===== src/rtl/dmem_bridge.sv =====
// rtl/dmem_bridge.sv - M-stage data memory bridge onto a request/addr_ok/data_ok bus
//
// Purpose:
//   Turns one M-stage load/store into one bus transaction. It stalls the
//   pipeline until the data phase completes, then holds the result until the
//   pipeline advances.
//   Optional macro: DMEM_BRIDGE_ALIGN_CHECK_EN enables misalignment detection.
//   When it is enabled, a misaligned access raises cpu_adel/cpu_ades and is
//   never issued to the bus.
//
// Ports:
//   clk, rst        clock, asynchronous active-low reset
//   cpu_req/wr/size/addr/wdata, pipe_adv      M-stage access and advance
//   cpu_rdata, cpu_stall, cpu_adel, cpu_ades  result, stall, misalign flags
//   data_req/wr/size/addr/wdata               bus request (from request regs)
//   data_addr_ok, data_data_ok, data_rdata    bus handshake and read data
module dmem_bridge #(
   parameter int ADDR_W = 32
) (
   input  logic              clk,
   input  logic              rst,
   input  logic              cpu_req,
   input  logic              cpu_wr,
   input  logic [1:0]        cpu_size,
   input  logic [ADDR_W-1:0] cpu_addr,
   input  logic [31:0]       cpu_wdata,
   input  logic              pipe_adv,
   output logic [31:0]       cpu_rdata,
   output logic              cpu_stall,
   output logic              cpu_adel,
   output logic              cpu_ades,
   output logic              data_req,
   output logic              data_wr,
   output logic [1:0]        data_size,
   output logic [ADDR_W-1:0] data_addr,
   output logic [31:0]       data_wdata,
   input  logic              data_addr_ok,
   input  logic              data_data_ok,
   input  logic [31:0]       data_rdata
);

   typedef enum logic [1:0] {S_IDLE, S_REQ, S_WAIT, S_DONE} state_t;

   state_t            r_state;
   logic              r_wr;
   logic [1:0]        r_size;
   logic [ADDR_W-1:0] r_addr;
   logic [31:0]       r_wdata;
   logic [31:0]       r_rdata;

   logic [31:0]       w_wdata_rep;
   logic              w_adel;
   logic              w_ades;

   // Lane replication lets the memory pick its byte/half lanes from any slot.
   always_comb begin
      w_wdata_rep = cpu_wdata;
      case (cpu_size)
         2'd0:    w_wdata_rep = {4{cpu_wdata[7:0]}};
         2'd1:    w_wdata_rep = {2{cpu_wdata[15:0]}};
         default: w_wdata_rep = cpu_wdata;
      endcase
   end

`ifdef DMEM_BRIDGE_ALIGN_CHECK_EN
   logic w_misaligned;

   // Size 3 is treated as a word access.
   always_comb begin
      w_misaligned = 1'b0;
      if (cpu_size == 2'd1)
         w_misaligned = cpu_addr[0];
      else if (cpu_size[1])
         w_misaligned = |cpu_addr[1:0];
   end

   // The flags are qualified by rst so that they read 0 while reset is held.
   assign w_adel = rst & (r_state == S_IDLE) & cpu_req & ~cpu_wr & w_misaligned;
   assign w_ades = rst & (r_state == S_IDLE) & cpu_req &  cpu_wr & w_misaligned;
`else
   assign w_adel = 1'b0;
   assign w_ades = 1'b0;
`endif

   always_ff @(posedge clk or negedge rst) begin
      if (!rst) begin
         r_state <= S_IDLE;
         r_wr    <= 1'b0;
         r_size  <= 2'd0;
         r_addr  <= '0;
         r_wdata <= 32'd0;
         r_rdata <= 32'd0;
      end else begin
         case (r_state)
            S_IDLE: begin
               if (cpu_req && !(w_adel || w_ades)) begin
                  r_state <= S_REQ;
                  r_wr    <= cpu_wr;
                  r_size  <= cpu_size;
                  r_addr  <= cpu_addr;
                  r_wdata <= w_wdata_rep;
               end
            end
            S_REQ: begin
               // data_ok is ignored here unless addr_ok is also high.
               if (data_addr_ok) begin
                  if (data_data_ok) begin
                     r_state <= S_DONE;
                     r_rdata <= data_rdata;
                  end else begin
                     r_state <= S_WAIT;
                  end
               end
            end
            S_WAIT: begin
               if (data_data_ok) begin
                  r_state <= S_DONE;
                  r_rdata <= data_rdata;
               end
            end
            S_DONE: begin
               if (pipe_adv)
                  r_state <= S_IDLE;
            end
            default: r_state <= S_IDLE;
         endcase
      end
   end

   assign data_req   = (r_state == S_REQ);
   assign data_wr    = r_wr;
   assign data_size  = r_size;
   assign data_addr  = r_addr;
   assign data_wdata = r_wdata;
   assign cpu_rdata  = r_rdata;
   assign cpu_adel   = w_adel;
   assign cpu_ades   = w_ades;
   // Also qualified by rst, so that the stall reads 0 while reset is held.
   assign cpu_stall  = rst & cpu_req & (r_state != S_DONE) & ~(w_adel | w_ades);

endmodule


===== config.mk =====
export PLATFORM = sky130hd
export DESIGN_NAME = dmem_bridge
export DESIGN_NICKNAME = d
export VERILOG_FILES = /design/src/rtl/dmem_bridge.sv
export SDC_FILE = /design/constraint.sdc
export NUM_CORES = 1
export LEC_CHECK = 0
export ABC_AREA = 1
export CORE_UTILIZATION = 57
export CTS_CLUSTER_DIAMETER = 120
export DETAILED_ROUTE_END_ITERATION = 10
export DONT_BUFFER_PORTS = 1
export PLACE_DENSITY = 0.82
export RECOVER_POWER = 25
export SETUP_SLACK_MARGIN = 0.1
export SYNTH_ARGS = -nofsm -noshare
export SYNTH_HDL_FRONTEND = slang
export SYNTH_SLANG_ARGS = --single-unit

===== constraint.sdc =====
create_clock -name clk -period 1.4 [get_ports clk]
set_input_delay 0.14 -clock clk [delete_from_list [all_inputs] [get_ports clk]]
set_output_delay 0.14 -clock clk [all_outputs]
set_load 0.02 [all_outputs]

==> results of run 1 <==
[stage by stage]
step / setup WS (ps) / cell area [um^2] / hold WS [ps]
2_1_floorplan: 83.0 / 4380 / -156
3_3_place_gp: -51.1 / 4490 / -154
3_5_place_dp: -139 / 4490 / -154
4_1_cts: -33.2 / 6160 / -550
[repair_timing]
| item | CTS |
|---|---|
| setup endpoints to repair | 101 |
| pin swaps | 17 |
| hold buffers | 91 |
| gates resized for setup | 84 |
| setup buffers | 15 |
| cloned | 7 |
| endpoints found under the hold margin | 193 |
[kinds of logic after synthesis]
kind of cell	after synthesis	share of synthesized area [%]
and+or+nand+nor	320	29.2
DFF	101	58.1
AOI/OAI and AO/OA	43	5.35
buffers and inverters	43	5.58
adders and majority gates	6	1.72
other	1	0.0861
[cell usage after synthesis]
cell        n
inv_1      13
nand3b_1    1
nor2_2      1
clkbuf_1    3
ha_1        6
buf_4      10
nor2_1     12
nand3_1    35
a21oi_1     2
inv_2       2
nand2_2     2
o21ai_0    26
dfrtp_1   101
nor2_4      2
a21boi_1    7
conb_1      1
buf_2      11
o21ai_1     8
buf_6       4
nand2_1   267
==> qor.txt, run 1 <==
Outcome: did not finish
Last stage: global routing
First Err: [ERROR DPL-0038] Utilization greater than 100%, impossible to legalize
PortBufs: 0
Largest net degree at the start of global routing: 103
Critical endpoint after global-route timing repair: cpu_rdata[7]$_DFFE_PN0P_/D
Library cells used by synthesis: 20
Synthesized area per cell: 8.47 um^2
Syn Inst Count: 514
Chip Width: 89.4 um
CTS H-tree lvls: 3
Chip height: 89.4 um
TritonCTS Buffers: 9
Root Buffer Master: clkbuf_8
Worst_ep kind: sequential cell input
Sequential area share after synthesis: 58.1%
Largest cells by area after synthesis: dfrtp_1 58%, nand2_1 23%, nand3_1 4.0%
Cell Area, Synth: 4350 um^2
Area share of the largest cell type after synthesis: 58.1%
Initial Util: 59.4%
Max clock buf depth: 2
IO Count: 208
Sink Count: 101
Synth Warn #: 0
Yosys reg bits: 101
DP HPWL: 7.14 mm
Gpl congestion: 0.802
Synth area leader: dfrtp_1
Cells after DPL: 599
Rows: 31
==> run 2, diff against run 1 <==
==> config.mk (replaced) <==
export PLATFORM = sky130hd
export DESIGN_NAME = dmem_bridge
export DESIGN_NICKNAME = d
export VERILOG_FILES = /design/src/rtl/dmem_bridge.sv
export SDC_FILE = /design/constraint.sdc
export NUM_CORES = 1
export LEC_CHECK = 0
export ABC_AREA = 1
export CORE_UTILIZATION = 40
export DETAILED_ROUTE_END_ITERATION = 10
export DONT_BUFFER_PORTS = 1
export PLACE_DENSITY_LB_ADDON = 0.15
export RECOVER_POWER = 25
export SYNTH_ARGS = -nofsm -noshare
export SYNTH_HDL_FRONTEND = slang
export SYNTH_SLANG_ARGS = --single-unit
==> constraint.sdc (replaced) <==
create_clock -name clk -period 1.8 [get_ports clk]
set_input_delay 0.18 -clock clk [delete_from_list [all_inputs] [get_ports clk]]
set_output_delay 0.18 -clock clk [all_outputs]
set_load 0.02 [all_outputs]
==> run 2 against run 1 <==
Effect of this change: the flow now finishes, with violations (hold timing); synthesized area stayed put; synthesized cell count stayed put.
==> qor.txt, run 2 <==
Congestion Overflow GR: 0
Critical path arrival: 1930 ps
Rows: 37 (+19%)
Initial antenna violation count: 0
DP Worst Slack: 126 ps (+265 ps)
Gr usage total: 20.8%
Area taken by multi-input logic gates: 1590 um^2
Synthesis-to-finish area growth: 27.5%
Setup violation total in the final timing report: 0
Crit end category: flip-flop
DR vias/cell: 4.92
Fill cells: 963
Initial Util: 41.8% (-18 points)
Data required time of the critical path: 2040 ps
CTS H-tree lvls: 3 (unchanged)
Final WS setup: 115 ps
Net switching power: 4390 uW
Peak supply drop: 699 uV
Commonest non-fill, non-tap cell in the layout: nand2_1
Chip height: 106 um (+19%)
Library cells used by synthesis: 20 (unchanged)
Top_reg_cell synth: dfrtp_1
Leak: 0.00286 uW
Sink Count: 101 (unchanged)
CTS tree: yes
Portion of netlist area occupied by mux cells: 0% (unchanged)
Antenna viol nets, final: 0
CTS Hold Bufs: 91 (unchanged)
Yosys reg bits: 101 (unchanged)
Synth async-reset ratio: 100% (unchanged)
Min-delay worst type: input pin to async pin
R2R depth: 7
Die Area: 11300 um^2
Clock Latency Late Sink: 360 ps
Syn Inst Count: 514 (unchanged)
Final hold viol count: 101
Compound-Gate Fraction of Synth Area: 5.35% (unchanged)
R2R Path Start: r_state[1]
Global-route wire length before repair: 18.6 mm
Adder-Cell Fraction of Synth Area: 1.72% (unchanged)
DP HPWL: 7.45 mm (+4.3%)
Max-slew violations: 0
Synthesized area per cell: 8.47 um^2 (unchanged)
N_diodes: 0
Final net count: 709
Largest family of logic cells by synthesized area: simple AND/OR/NAND/NOR gates
Fin crit share: 93.6%
Post-synth EDFFs: 0 (unchanged)
Share of cells above drive strength 1: 5.31%
Max clock buf depth: 2 (unchanged)
Most frequent cells in the layout: 267 x nand2_1, 100 x dfrtp_1, 91 x dlygate4sd3_1, 35 x nand3_1, 26 x o21ai_0
Vias in the first global route: 3761
Cell Area, Synth: 4350 um^2 (unchanged)
FF-to-FF setup slack: 110 ps
Power density cells: 1670 nW/um^2
Switch share: 47.3%
Final setup skew: 20.3 ps
Chip Width: 106 um (+19%)
Largest net degree at the start of global routing: 103
Outcome: complete, but fails checks
Reg-to-reg endpoint: data_wdata[28]
P_int: 4890 uW
Combinational Power Share: 26.5%
Root Buffer Master: clkbuf_8
Failing checks: hold timing
Synth Warn #: 0 (unchanged)
Drc violations: 0
Area share of the largest cell type after synthesis: 58.1% (unchanged)
RSZ-0062 raised after global routing: no
Total wire length: 11.8 mm
CP max FO: 69
IO Count: 208 (unchanged)
Core area: 10400 um^2
Synth area leader: dfrtp_1
Sequential cell area: 2530 um^2
Most frequent cell after synthesis: nand2_1
Hold WS: -500 ps
Post-CTS Setup Bufs: 0 (-15)
Gpl congestion: 0.761 (-5.0%)
FMAX: 593 MHz
Setup TNS: 0 ps
PortBufs: 0 (unchanged)
Vias: 3634
Worst-path clk slew: 100 ps
Simple logic cell fraction of the synthesized area: 29.2% (unchanged)
Flop pwr share: 58.7%
Setup CP Type: flip-flop to flip-flop
Iteration-0 DRC Markers: 284
Xor/xnor share of the synthesized area: 0% (unchanged)
Max Cap Violations: 0
TritonCTS Buffers: 9 (unchanged)
Routed len/inst: 15.9 um
Startpoint Class: flip-flop
Post-synth top cells: 267 x nand2_1, 101 x dfrtp_1, 35 x nand3_1
Clock power share: 14.7%
Largest cells by area after synthesis: dfrtp_1 58%, nand2_1 23%, nand3_1 4.0%
DR pass1 iterations: 5
Sequential area share after synthesis: 58.1% (unchanged)
Tmin final: 1690 ps
[run 2: cells by family (layout without fill, tap and decap cells)]
logic type / count (synthesis) / count (layout)
and+or+nand+nor: 320 / 320
other: 1 / 2
AOI/OAI and AO/OA: 43 / 43
adders and majority gates: 6 / 6
DFF: 101 / 101
buffers and inverters: 43 / 131
[run 2: layout make-up]
class                      instances  area share [%]
clock buffer                      11            2.55
clock inverter                     5           0.789
inverter                          15            1.01
multi-input combinational        371            28.7
sequential                       101            45.5
tap                              136            3.07
timing repair buffer             100            18.4
[run 2: timing repair]
item,in CTS,in global routing
gates resized for setup,0,3
endpoints found under the setup margin,0,8
endpoints found under the hold margin,191,101
[run 2: power groups by stage]
stage	Sequential [uW]	Combinational, uW	Clock [uW]
6_report	5450	2460	1370
4_1_cts	5460	2450	1440
3_3_place_gp	5490	2180	0
3_5_place_dp	5480	2290	0
5_1_grt	5580	2860	1530
2_1_floorplan	5210	1900	0
[run 2: layer usage]
| layer | wire [um] | track usage, % | vias up |
|---|---|---|---|
| li1 | - | - | 1763 |
| met1 | 4760 | 24.0 | 1703 |
| met2 | 5790 | 36.2 | 157 |
| met3 | 1090 | 7.30 | 11 |
| met4 | 121 | 6.35 | 0 |
| met5 | 0 | 0 | - |
[run 2: per-stage QoR]
step | total power (uW) | cell area, um^2 | instances | hold WS (ps) | utilization (%)
global placement | 7670 | 4450 | 632 | -114 | 42.7
floorplan | 7110 | 4360 | 515 | -116 | -
detailed placement | 7770 | 4450 | 632 | -114 | 42.7
finish | 9290 | 5550 | 739 | -500 | 53.3
global route | 9970 | 5550 | 739 | -539 | 53.3
CTS | 9350 | 5540 | 739 | -530 | 53.2
[run 2: worst max path at each step]
stage	from	to	slack (ps)
after floorplan	r_state[1]	cpu_rdata[10]	310
after global placement	r_state[0]	data_wdata[30]	210
after detailed placement	r_state[0]	data_wdata[29]	130
after CTS	r_state[0]	data_wdata[26]	110
after global routing	r_state[1]	data_wdata[20]	1
final	r_state[1]	data_wdata[28]	110
[run 2: critical path: stages (launching register included)]
cell,delay [ps]
dfrtp_1,430
inv_1,120
ha_1,220
nand2_2,100
buf_12,290
nor2_2,140
a21boi_1,170
nand2_1,90
No activity file was read; power rests on OpenSTA's default activity.
==> run 3, diff against run 2 <==
--- a/config.mk
+++ b/config.mk
@@ -6,7 +6,7 @@
 export NUM_CORES = 1
 export LEC_CHECK = 0
 export ABC_AREA = 1
-export CORE_UTILIZATION = 40
+export CORE_UTILIZATION = 55
 export DETAILED_ROUTE_END_ITERATION = 10
 export DONT_BUFFER_PORTS = 1
 export PLACE_DENSITY_LB_ADDON = 0.15
==> constraint.sdc (replaced) <==
create_clock -name clk -period 1.9 [get_ports clk]
set_input_delay 0.19 -clock clk [delete_from_list [all_inputs] [get_ports clk]]
set_output_delay 0.19 -clock clk [all_outputs]
set_load 0.02 [all_outputs]
==> run 3 against run 2 <==
Effect of this change: the flow still finishes with violations (hold timing); worst hold slack gained 16 ps; routed wire length shrank 1.9%; clock power grew 9%; clock-buffer cell count shrank 1; core utilization grew 18 points; sequential share of layout area grew 0.45 points; cell count shrank 5.3%.
==> qor.txt, run 3 (same netlist as run 2, synthesis figures left out) <==
Total wire length: 11.5 mm (-1.9%)
Gr busiest metal: met2
Data required time of the critical path: 2170 ps (+130 ps)
Net switching power: 4150 uW (-5.5%)
Max Cap Violations: 0 (unchanged)
Leak: 0.00286 uW (+0.11%)
Met3 usage: 8.12% (+0.83 points)
Setup TNS: 0 ps (unchanged)
Flop pwr share: 57.4% (-1.3 points)
Synthesis-to-finish area growth: 26.2%
CTS tree: yes
Outcome: complete, but fails checks
Setup violation total in the final timing report: 0 (unchanged)
Global-route wire length before repair: 18.3 mm (-1.5%)
Fin crit share: 87.4% (-6.2 points)
Initial antenna violation count: 0 (unchanged)
Routed len/inst: 16.5 um (+3.6%)
Clock Latency Late Sink: 350 ps (about the same)
Congestion Overflow GR: 0 (unchanged)
Hold WS: -483 ps (+16.5 ps)
Vias: 3742 (+3.0%)
Met2 Resource Use GR: 46.9% (+11 points)
PortBufs: 0 (unchanged)
Peak supply drop: 878 uV (+26%)
RSZ-0062 raised after global routing: no
R2R depth: 7 (unchanged)
Core area: 7690 um^2 (-26%)
Largest net degree at the start of global routing: 103 (unchanged)
Iteration-0 DRC Markers: 246 (-13%)
Post-CTS sizing: 0 (unchanged)
Startpoint Class: flip-flop
Reg-to-reg endpoint: data_wdata[15]
Worst-path clk slew: 90 ps (about the same)
Failing checks: hold timing
Min-delay worst type: input pin to async pin
Rows: 32 (-14%)
Combinational Power Share: 26.0% (-0.5 points)
Clock power share: 16.6% (+1.9 points)
Vias in the first global route: 3776 (+0.40%)
Final net count: 705 (-0.56%)
P_int: 4870 uW (-0.36%)
Final setup skew: 10.6 ps (-9.72 ps)
Drc violations: 0 (unchanged)
Chip Width: 91.0 um (-14%)
TritonCTS Buffers: 9 (unchanged)
FMAX: 602 MHz (+1.5%)
DR pass1 iterations: 4 (-1)
Commonest non-fill, non-tap cell in the layout: nand2_1
Setup CP Type: flip-flop to flip-flop
Fill cells: 559 (-42%)
CTS H-tree lvls: 3 (unchanged)
Power density cells: 1640 nW/um^2 (-1.8%)
IO Count: 208 (unchanged)
Critical path arrival: 1930 ps (about the same)
R2R Path Start: r_state[0]
Gpl congestion: 0.799 (+4.9%)
Sink Count: 101 (unchanged)
Initial Util: 56.6% (+15 points)
Final hold viol count: 101 (unchanged)
Gr usage total: 28.3% (+7.4 points)
Max-slew violations: 0 (unchanged)
Global routing usage on met1: 34.6% (+11 points)
DP HPWL: 7.06 mm (-5.2%)
Share of cells above drive strength 1: 5.18% (-0.12 points)
Chip height: 91.0 um (-14%)
Max clock buf depth: 2 (unchanged)
Antenna viol nets, final: 0 (unchanged)
Die Area: 8270 um^2 (-27%)
Switch share: 46.0% (-1.3 points)
Overall power: 9030 uW (-2.8%)
Tmin final: 1660 ps (-24.5 ps)
CP max FO: 50 (-28%)
N_diodes: 0 (unchanged)
FF-to-FF setup slack: 240 ps (+120 ps)
Crit end category: flip-flop
DR vias/cell: 5.35 (+8.7%)
Root Buffer Master: clkbuf_8
Most frequent cells in the layout: 267 x nand2_1, 101 x dfrtp_1, 87 x dlygate4sd3_1, 35 x nand3_1, 26 x o21ai_0
run 3: layer usage:
| metal | wire [um] | vias to the layer above | part of all wire [%] |
|---|---|---|---|
| met5 | 0 | - | 0 |
| met4 | 333 | 0 | 2.9 |
| met3 | 970 | 36 | 8.4 |
| met2 | 5510 | 201 | 48 |
| met1 | 4720 | 1759 | 41 |
| li1 | - | 1746 | - |
run 3: how the worst max path moves through the flow:
stage | from | endpoint | slack (ps) | depth (start not counted)
floorplan | r_state[1] | cpu_rdata[10] | 410 | 8
global placement | r_state[0] | data_wdata[15] | 370 | 7
detailed placement | r_state[0] | data_wdata[15] | 260 | 7
CTS | r_state[0] | data_wdata[25] | 260 | 7
global route | r_state[0] | data_wdata[25] | 150 | 7
finish | r_state[0] | data_wdata[15] | 240 | 7
run 3: layout make-up:
| type | count | area [um^2] | area share, % |
|---|---|---|---|
| Clock buffer | 10 | 138 | 2.51 |
| Clock inverter | 5 | 82.6 | 1.50 |
| Inverter | 15 | 56.3 | 1.02 |
| Multi-Input combinational cell | 371 | 1590 | 28.9 |
| Sequential cell | 101 | 2530 | 46.0 |
| Tap cell | 102 | 128 | 2.32 |
| Timing Repair Buffer | 96 | 976 | 17.8 |
run 3: per-stage QoR:
stage | worst slack [ps] | std cells | util [%] | area (um^2) | hold slack (ps)
finish | 239 | 700 | 71.5 | 5490 | -483
global route | 151 | 700 | 71.5 | 5490 | -512
CTS | 258 | 699 | 71.3 | 5480 | -502
floorplan | 405 | 515 | - | 4360 | -106
global placement | 369 | 598 | 57.3 | 4400 | -103
detailed placement | 263 | 598 | 57.3 | 4400 | -103
run 3: worst max-delay path, stage by stage, from the launching register on:
cell and delay [ps]:
dfrtp_1 450, inv_1 150, ha_1 190, nand2_2 80, inv_2 210, buf_12 260
nor2_1 60, a21oi_1 150
run 3: timing repair:
action,4_1_cts,5_1_grt
buffers inserted,0,0
hold buffers,86,1
endpoints found under the hold margin,187,102
run 3: power groups by stage:
stage               Combinational (uW)  Sequential (uW)  Clock (uW)
floorplan                         1800             4930           0
global placement                  2050             5170           0
finish                            2350             5180        1500
detailed placement                2190             5170           0
global route                      2700             5260        1620
CTS                               2320             5150        1540
==> run 4, diff against run 3 <==
--- a/config.mk
+++ b/config.mk
@@ -14,3 +14,4 @@
 export SYNTH_ARGS = -nofsm -noshare
 export SYNTH_HDL_FRONTEND = slang
 export SYNTH_SLANG_ARGS = --single-unit
+export TNS_END_PERCENT = 5
==> results of run 4 <==
Same layout as run 3: the final DEF is identical, and so are final timing and power.
